==> src/rtl/matrix_processor_pkg.sv <==
// matrix_processor_pkg
// Shared types and constants for the matrix processor controller:
// FSM state encoding, matrix/vector geometry and a row-boundary helper.
package matrix_processor_pkg;

    localparam int unsigned MATRIX_ELEMS = 16;
    localparam int unsigned VECTOR_ELEMS = 4;
    localparam int unsigned ROWS         = 4;
    localparam int unsigned ROW_LEN      = MATRIX_ELEMS / ROWS;
    localparam int unsigned IDX_W        = 4;

    typedef enum logic [3:0] {
        IDLE,
        INIT,
        LDM,
        CHK,
        LDV,
        WAITV,
        MAC,
        DRAIN,
        FINISH
    } state_e;

    // True on the MAC step that completes a result row.
    function automatic logic is_row_end(input logic [IDX_W-1:0] idx);
        return (idx % IDX_W'(ROW_LEN)) == IDX_W'(ROW_LEN - 1);
    endfunction

endpackage

==> src/rtl/matrix_processor_write_timer.sv <==
// matrix_processor_write_timer
// Delays each row-complete strobe by LATENCY cycles so the write strobe
// lines up with the accumulator result leaving the FMA pipeline.
// Ports:
//   clk, rst_n     clock, synchronous active-low reset
//   strobe_i       row complete on this MAC step
//   wr_en_o        delayed write strobe
//   flush_empty_o  no strobe is in flight
module matrix_processor_write_timer #(
    parameter int unsigned LATENCY = 1
) (
    input  logic clk,
    input  logic rst_n,
    input  logic strobe_i,
    output logic wr_en_o,
    output logic flush_empty_o
);

    logic [LATENCY-1:0] sr_q;
    logic [LATENCY-1:0] sr_d;

    // Shift towards the MSB; truncation drops the oldest bit.
    always_comb begin
        sr_d = LATENCY'({sr_q, strobe_i});
    end

    always_ff @(posedge clk) begin
        if (!rst_n) begin
            sr_q <= '0;
        end else begin
            sr_q <= sr_d;
        end
    end

    assign wr_en_o       = sr_q[LATENCY-1];
    assign flush_empty_o = (sr_q == '0);

endmodule

==> src/rtl/matrix_processor_controller.sv <==
// matrix_processor_controller
// Sequencing FSM for the matrix processor datapath: loads the 4x4 matrix
// once, then per work item loads a 4-element vector, runs 16 FMA steps and
// issues 4 result write strobes. Reads go through a req/gnt handshake.
// Ports:
//   clk, rst_n            clock, synchronous active-low reset
//   start                 launch pulse (honoured only in IDLE)
//   busy, done            host status; done pulses on return to IDLE
//   memReadReq/Gnt        shared read port handshake
//   workItemCountZero     datapath work-item register is zero
//   matrixRegValue        datapath element index register
//   wiSource, wiInit      work-item register enable / load select
//   resetMatrixReg, matrixRegIncrument   element index control
//   load, loadMatrix, loadVector, readAddrSrc   read beat steering
//   enFMA, controllerWriteEn                    compute and write strobes
// Optional: define MATRIX_CTRL_PERF_EN to add perfBusyCycles and
// perfStallCycles saturating 32-bit counters.
module matrix_processor_controller
    import matrix_processor_pkg::*;
#(
    parameter int unsigned FMA_LATENCY = 1,
    parameter int unsigned WI_WIDTH    = 14
) (
    input  logic             clk,
    input  logic             rst_n,
    input  logic             start,
    output logic             busy,
    output logic             done,
    output logic             memReadReq,
    input  logic             memReadGnt,
    input  logic             workItemCountZero,
    input  logic [IDX_W-1:0] matrixRegValue,
    output logic             wiSource,
    output logic             wiInit,
    output logic             resetMatrixReg,
    output logic             matrixRegIncrument,
    output logic             load,
    output logic             loadMatrix,
    output logic             loadVector,
    output logic             readAddrSrc,
    output logic             enFMA,
    output logic             controllerWriteEn
`ifdef MATRIX_CTRL_PERF_EN
    ,
    output logic [31:0]      perfBusyCycles,
    output logic [31:0]      perfStallCycles
`endif
);

    localparam int unsigned DRAIN_W = $clog2(FMA_LATENCY + 1);
    localparam logic [IDX_W-1:0] LAST_M = IDX_W'(MATRIX_ELEMS - 1);
    localparam logic [IDX_W-1:0] LAST_V = IDX_W'(VECTOR_ELEMS - 1);

    if (FMA_LATENCY < 1 || FMA_LATENCY > 4) begin : g_bad_latency
        $error("FMA_LATENCY must be 1..4");
    end
    if (WI_WIDTH < 1) begin : g_bad_wi_width
        $error("WI_WIDTH must be at least 1");
    end

    state_e               state_q, state_d;
    logic [DRAIN_W-1:0]   drain_cnt_q, drain_cnt_d;
    logic                 done_q, done_d;
    logic                 row_strobe;
    logic                 flush_empty;

    // State, drain counter and done pulse registers.
    always_ff @(posedge clk) begin
        if (!rst_n) begin
            state_q     <= IDLE;
            drain_cnt_q <= '0;
            done_q      <= 1'b0;
        end else begin
            state_q     <= state_d;
            drain_cnt_q <= drain_cnt_d;
            done_q      <= done_d;
        end
    end

    // Next-state and control decode.
    always_comb begin
        state_d            = state_q;
        drain_cnt_d        = '0;
        done_d             = 1'b0;
        row_strobe         = 1'b0;
        memReadReq         = 1'b0;
        wiSource           = 1'b0;
        wiInit             = 1'b0;
        resetMatrixReg     = 1'b0;
        matrixRegIncrument = 1'b0;
        load               = 1'b0;
        loadMatrix         = 1'b0;
        loadVector         = 1'b0;
        readAddrSrc        = 1'b0;
        enFMA              = 1'b0;

        case (state_q)
            IDLE: begin
                if (start) begin
                    state_d = INIT;
                end
            end
            INIT: begin
                wiSource       = 1'b1;
                wiInit         = 1'b1;
                resetMatrixReg = 1'b1;
                state_d        = LDM;
            end
            LDM: begin
                memReadReq = 1'b1;
                if (memReadGnt) begin
                    load               = 1'b1;
                    loadMatrix         = 1'b1;
                    matrixRegIncrument = 1'b1;
                    if (matrixRegValue == LAST_M) begin
                        resetMatrixReg = 1'b1;
                        state_d        = CHK;
                    end
                end
            end
            CHK: begin
                if (workItemCountZero) begin
                    state_d = FINISH;
                end else begin
                    wiSource = 1'b1;
                    state_d  = LDV;
                end
            end
            LDV: begin
                memReadReq  = 1'b1;
                readAddrSrc = 1'b1;
                if (memReadGnt) begin
                    load               = 1'b1;
                    loadVector         = 1'b1;
                    matrixRegIncrument = 1'b1;
                    if (matrixRegValue == LAST_V) begin
                        resetMatrixReg = 1'b1;
                        state_d        = WAITV;
                    end
                end
            end
            WAITV: begin
                state_d = MAC;
            end
            MAC: begin
                enFMA              = 1'b1;
                matrixRegIncrument = 1'b1;
                row_strobe         = is_row_end(matrixRegValue);
                if (matrixRegValue == LAST_M) begin
                    resetMatrixReg = 1'b1;
                    state_d        = DRAIN;
                end
            end
            DRAIN: begin
                // FMA_LATENCY flush cycles with enFMA, then one idle cycle.
                enFMA = (drain_cnt_q < DRAIN_W'(FMA_LATENCY));
                if (drain_cnt_q != DRAIN_W'(FMA_LATENCY)) begin
                    drain_cnt_d = drain_cnt_q + DRAIN_W'(1);
                end else begin
                    drain_cnt_d = drain_cnt_q;
                    if (flush_empty) begin
                        state_d = workItemCountZero ? FINISH : CHK;
                    end
                end
            end
            FINISH: begin
                done_d  = 1'b1;
                state_d = IDLE;
            end
            default: begin
                state_d = IDLE;
            end
        endcase
    end

    assign busy = (state_q != IDLE);
    assign done = done_q;

    matrix_processor_write_timer #(
        .LATENCY (FMA_LATENCY)
    ) u_write_timer (
        .clk           (clk),
        .rst_n         (rst_n),
        .strobe_i      (row_strobe),
        .wr_en_o       (controllerWriteEn),
        .flush_empty_o (flush_empty)
    );

`ifdef MATRIX_CTRL_PERF_EN
    logic [31:0] perf_busy_q, perf_busy_d;
    logic [31:0] perf_stall_q, perf_stall_d;

    // Saturating activity counters, cleared by an accepted start.
    always_comb begin
        perf_busy_d  = perf_busy_q;
        perf_stall_d = perf_stall_q;
        if (state_q == IDLE && start) begin
            perf_busy_d  = '0;
            perf_stall_d = '0;
        end else begin
            if (busy && perf_busy_q != '1) begin
                perf_busy_d = perf_busy_q + 32'd1;
            end
            if (memReadReq && !memReadGnt && perf_stall_q != '1) begin
                perf_stall_d = perf_stall_q + 32'd1;
            end
        end
    end

    always_ff @(posedge clk) begin
        if (!rst_n) begin
            perf_busy_q  <= '0;
            perf_stall_q <= '0;
        end else begin
            perf_busy_q  <= perf_busy_d;
            perf_stall_q <= perf_stall_d;
        end
    end

    assign perfBusyCycles  = perf_busy_q;
    assign perfStallCycles = perf_stall_q;
`else
    // Performance counters not built.
`endif

endmodule

==> config.mk <==
export PLATFORM = sky130hd
export DESIGN_NAME = matrix_processor_controller
export DESIGN_NICKNAME = d
export VERILOG_FILES = /design/src/rtl/matrix_processor_pkg.sv /design/src/rtl/matrix_processor_write_timer.sv /design/src/rtl/matrix_processor_controller.sv
export SDC_FILE = /design/constraint.sdc
export NUM_CORES = 1
export LEC_CHECK = 0
export ABC_AREA = 1
export CORE_MARGIN = 2
export CORE_UTILIZATION = 40
export DETAILED_ROUTE_END_ITERATION = 10
export PLACE_DENSITY_LB_ADDON = 0.1
export SETUP_SLACK_MARGIN = 0.4
export SYNTH_ARGS = -nofsm -noshare
export SYNTH_HDL_FRONTEND = slang
export SYNTH_HIERARCHICAL = 1
export SYNTH_SLANG_ARGS = --single-unit
==> constraint.sdc <==
create_clock -name clk -period 2.3 [get_ports clk]
set_input_delay 0.345 -clock clk [delete_from_list [all_inputs] [get_ports clk]]
set_output_delay 0.345 -clock clk [all_outputs]
set_load 0.01 [all_outputs]
Yosys cells after proc, flatten, opt, wreduce, memory -nomap -nowiden
Index checks and enable logic that the tools add are counted.
{ "totals": {"out_inout_bits": 13, "reg_bits": 7} }
{ "op_classes": {"n_eq_ne": 19, "n_reduce_logical": 6, "add_sub_neg": 1, "mux": 29, "n_lt_le_gt_ge": 1} }
{ "ops": {"columns": ["op", "n"], "rows": [
  ["4-bit 2-to-1 mux", 10],
  ["4-bit case mux with 8 select lines", 1],
  ["4-bit by 3-bit == test with 1-bit output, second input constant", 4],
  ["2-bit != test, second input constant", 8],
  ["1-bit 2-to-1 mux", 14],
  ["4-bit by 2-bit == test with 1-bit output, second input constant", 3],
  ["4-bit == test, second input constant", 2],
  ["8-bit AND reduction", 1],
  ["1-bit case mux with 2 select lines", 3],
  ["4-bit by 1-bit == test with 1-bit output, second input constant", 1],
  ["4-bit zero test", 1],
  ["1-bit case mux with 4 select lines", 1],
  ["2-bit AND reduction", 2],
  ["4-bit nonzero test", 1],
  ["2-bit == test, second input constant", 1],
  ["2-bit OR reduction", 1],
  ["1-bit adder, second input constant", 1],
  ["1-bit less-than comparator, second input constant", 1]
]} }

Longest topological paths before layout
{ "logic_depth": {"word_depth": 4, "depth_mapped": 10} }

By module
Netlist, hierarchy kept.
{ "by_module_without_submodules": {"columns": ["module", "area_each_um2", "cells_each", "seq_area_each_um2", "instances"], "rows": [
  ["matrix_processor_controller", 535.5, 100, 120.1, 1],
  ["matrix_processor_write_timer", 31.3, 4, 20.0, 1]
]} }

Worst setup path after synthesis
No wires, ideal clock.
{ "synth_timing": {"path_kind": "register -> output", "startpoint": "register state_q[2]", "endpoint": "output resetMatrixReg", "arrival_time_ns": 1.185, "n_path_buf": 0, "stages_incl_launch_ff": 9, "slack_ns": 0.770, "path_cell_list": "dfxtp_1 inv_1 nor2_1 nand2_1 nand2_2 nand2_1 inv_2 nand2_1 o21ai_2"} }
{ "synth_via": {"elab_chain_len": 2, "word_cells_on_any_way": 5} }
{ "synth_rtl": {"columns": ["item", "line", "source"], "rows": [
  ["start, declared", "matrix_processor_controller.sv:61", "state_e state_q, state_d;"],
  ["start signal, assigned", "matrix_processor_controller.sv:74", "state_q <= state_d;"],
  ["4-bit by 3-bit == test with 1-bit output (tied with other cells)", "matrix_processor_controller.sv:97", "case (state_q)"],
  ["1-bit case mux with 4 select lines *", "matrix_processor_controller.sv:97", null],
  ["end, declared", "matrix_processor_controller.sv:35", "output logic resetMatrixReg,"]
]} }
Mark *: on every way between the ends. The rest lies on a longest branch, timed or not.

Final worst setup path
{ "layout_timing": {"startpoint": "register state_q[3]", "endpoint": "output readAddrSrc"} }
{ "layout_via": {"elab_chain_len": 2} }
{ "layout_rtl": {"columns": ["item", "line", "source"], "rows": [
  ["4-bit by 3-bit == test with 1-bit output", "matrix_processor_controller.sv:97", null],
  ["1-bit 2-to-1 mux", "matrix_processor_controller.sv:97", null],
  ["end, declared", "matrix_processor_controller.sv:40", "output logic readAddrSrc,"]
]} }
No other way between the ends.

==> flow_metrics.tcl <==
set metrics [dict create \
    ys.flop_type "dfxtp_1" \
    layout-drive-gt1-share_pct 22.3 \
    nNetsFinal 140 \
    combPwrFrac_pct 65.8 \
    syn_area_per_cell_um2 5.45 \
    num_rows 13 \
    yosysUniqueCellTypes 16 \
    numClockSinks 7 \
    htreeDepth 1 \
    start_util_pct 43.0 \
    synth_compound_area_share_pct 6.62 \
    whs_path_depth 1 \
    synthMuxAreaShare_pct 0 \
    cts_buffers 3 \
    min_from "state_q[2]$_SDFFE_PN0P_" \
    die-area_um2 1730 \
    yosysTopAreaCell "dfxtp_1" \
    grt_overflow 0 \
    min_period_over_period_pct 80.9 \
    synth_edf_count 0 \
    fmax_ghz 0.537 \
    cts-root-buf "clkbuf_4" \
    syn_to_final_growth_pct 53.2 \
    port_buffers 21 \
    dp_cells 140 \
    p_switching_w 0.000414 \
    cts_buffer_depth 2 \
    multi_input_area_um2 407 \
    antenna_cells 0 \
    yosys_warnings 6 \
    swShare_pct 47.7 \
    rr_worst_depth 9 \
    rsz0062_at_grt "yes" \
    synth_simple_gate_area_share_pct 58.1 \
    gp_congestion 0.860 \
    yosysTopAreaCellShare_pct 24.7 \
    syn-cell-area_um2 567 \
    die_y_um 41.6 \
    cp_data_required_time_ns 1.96 \
    worstPathArrival_ns 1.52 \
    cp-end-kind "primary output" \
    grt_usage_pct 17.4 \
    cts.hold.buffers_added 0 \
    hold_viol_final 0 \
    yosysMostFrequentCell "nand2_1" \
    rr_endpoint "state_q[1]$_SDFFE_PN0P_" \
    hpwl_mm 1.15 \
    yosysSeqAreaShare_pct 24.7 \
    synthAdderAreaFrac_pct 0 \
    layoutNonFillerInstCount 145 \
    synth_common_cells "34 x nand2_1, 20 x nor2_1, 14 x inv_1" \
    r2r-start "state_q[3]$_SDFFE_PN0P_" \
    max_stage_delay_ns 0.56 \
    synthTopCellsByArea "dfxtp_1 25%, nand2_1 23%, nor2_1 13%, inv_1 9.3%, nand3_1 7.1%" \
    clk_latency_ns 0.24 \
    status "complete, no violations" \
    start_kind "flip-flop" \
    grt_pass1_wl_mm 2.43 \
    seqPwrFrac_pct 22.0 \
    drc 0 \
    grt_max_degree 7 \
    cp_max_fo 5 \
    pin_count 22 \
    via_per_inst 4.75 \
    tns_ns 0 \
    worst-r2r-setup-slack_ns 0.94 \
    setup-violations-final 0 \
    path_delay_family "buffers and inverters" \
    ir_worst_vdd_uv 790 \
    first_iter_violations 18 \
    slew_viol_final 0 \
    worst_slew_pin_slew_ns 0.230 \
    cap_violations 0 \
    synth_top_family_by_area "simple AND/OR/NAND/NOR gates" \
    cts_tree "done" \
    clkTransAtPathRegs_ns 0.05 \
    fin_crit_ns 1.86 \
    slew_headroom_pct 84.5 \
    antenna_found_initial 0 \
    pwr_density_cell_nw_per_um2 1000 \
    grt_pass1_vias 630 \
    worstPathCellList "inv_2 > nand2_4 > nor2_2 > clkdlybuf4s50_1" \
    antenna_left 0 \
    hold_class "flip-flop to flip-flop" \
    synth-seq-cells 7 \
    die_w_um 41.6 \
    drt_wl_total_mm 1.46 \
    path_buf_inv 2 \
    critical_path_class "flip-flop to primary output" \
    avgRoutedWirePerCell_um 10.1 \
    vias 689 \
    power_frac_clock_pct 12.3 \
    min_to "done$_SDFF_PN0_" \
    fin_skew_ns 0.00573 \
    coreArea_um2 1320 \
    ff_latch_area_um2 150 \
    crit_path_top_delay_cell "clkdlybuf4s50_1" \
    syn_inst 104 \
    synth-xor-area-share_pct 0 \
    p_int_w 0.000454 \
    fillers 137 \
    synthArstFlopShare_pct 0 \
    synthesis.nets 113 \
    power_leakage_nw 0.487 \
    cp-startpoint "state_q[3]$_SDFFE_PN0P_" \
    firstDrtPassIters 4 \
]
[metal layers]
| layer | part of all wire (%) | up-vias | global-route usage (%) |
|---|---|---|---|
| li1 | - | 378 | - |
| met1 | 46 | 294 | 21.1 |
| met2 | 49 | 15 | 30.6 |
| met3 | 4.1 | 2 | 3.48 |
| met4 | 0.55 | 0 | 5.16 |
| met5 | 0 | - | 0 |
[flip-flops by register name (all words and copies together), names as in the netlist]
signal	flops
state_q	4
done	1
drain_cnt_q	1
u_write_timer/wr_en_o	1
[worst register-to-register path, cell delays in order (launching register included)]
cell     delay (ns)
dfxtp_2        0.42
inv_2          0.09
nand2_4        0.10
nor2_2         0.06
nand2_1        0.10
nand2_1        0.07
nor2_2         0.15
nand2_2        0.09
nor2_1         0.11
nor2_1         0.06
[final cells by class]
| cell class | count | share of cell area [%] |
|---|---|---|
| multi-input cells | 81 | 46.8 |
| repair buffers | 22 | 23.8 |
| clock buffers | 4 | 3.03 |
| inverters | 16 | 6.92 |
| well taps | 15 | 2.16 |
| flip-flops and latches | 7 | 17.3 |
[logic make-up after synthesis]
family	count (synthesis)
AOI/OAI and AO/OA	6
buffers and inverters	16
DFF	7
and+or+nand+nor	75
[worst max path at each step]
stage                          end  slack (ns)  cells past startpoint
floorplan           resetMatrixReg        0.77                      8
global placement    resetMatrixReg        0.15                      8
detailed placement  resetMatrixReg        0.13                      8
CTS                 resetMatrixReg        0.36                      9
global route        resetMatrixReg        0.37                      8
finish                 readAddrSrc        0.44                      4
[repair_timing]
action / CTS / global route
pin swaps: 1 / 1
buffers inserted: 1 / 0
endpoints found under the setup margin: 8 / 3
resized for setup: 23 / 7
[power by group through the flow]
stage               Clock (W)  Combinational, W  Sequential [W]
floorplan                   0          0.000359        0.000167
global placement            0          0.000566        0.000171
detailed placement          0          0.000567        0.000172
CTS                  0.000111          0.000563        0.000188
global route         0.000116          0.000635        0.000195
finish               0.000107          0.000571        0.000191
[through the flow]
| step | hold slack [ns] | util, % | worst slack (ns) | instance area [um2] | total power [W] |
|---|---|---|---|---|---|
| 2_1_floorplan | 0.443 | - | 0.770 | 567 | 0.000526 |
| 3_3_place_gp | 0.539 | 60.4 | 0.145 | 796 | 0.000738 |
| 3_5_place_dp | 0.544 | 60.4 | 0.126 | 796 | 0.000738 |
| 4_1_cts | 0.498 | 65.2 | 0.361 | 860 | 0.000862 |
| 5_1_grt | 0.512 | 65.9 | 0.375 | 868 | 0.000946 |
| 6_report | 0.496 | 65.9 | 0.439 | 868 | 0.000869 |
[placed cells by master, fill, tap and decap left out]
cell type	instances
inv_1	13
nand2_2	7
dlygate4sd2_1	7
dfxtp_1	3
buf_4	1
clkbuf_1	1
nand2_4	1
a21oi_1	2
o21ai_2	1
nor2_4	4
dfxtp_2	2
nand2_1	30
inv_2	3
nor3_1	2
nand3b_1	2
dfxtp_4	2
clkbuf_4	3
nor2_1	16
clkbuf_2	1
dlymetal6s2s_1	1
nand3_1	8
o21ai_0	2
nor4_1	1
clkdlybuf4s50_1	12
nor2_2	4
o2111ai_1	1
Note: power is estimated with default switching activity, not from simulation.
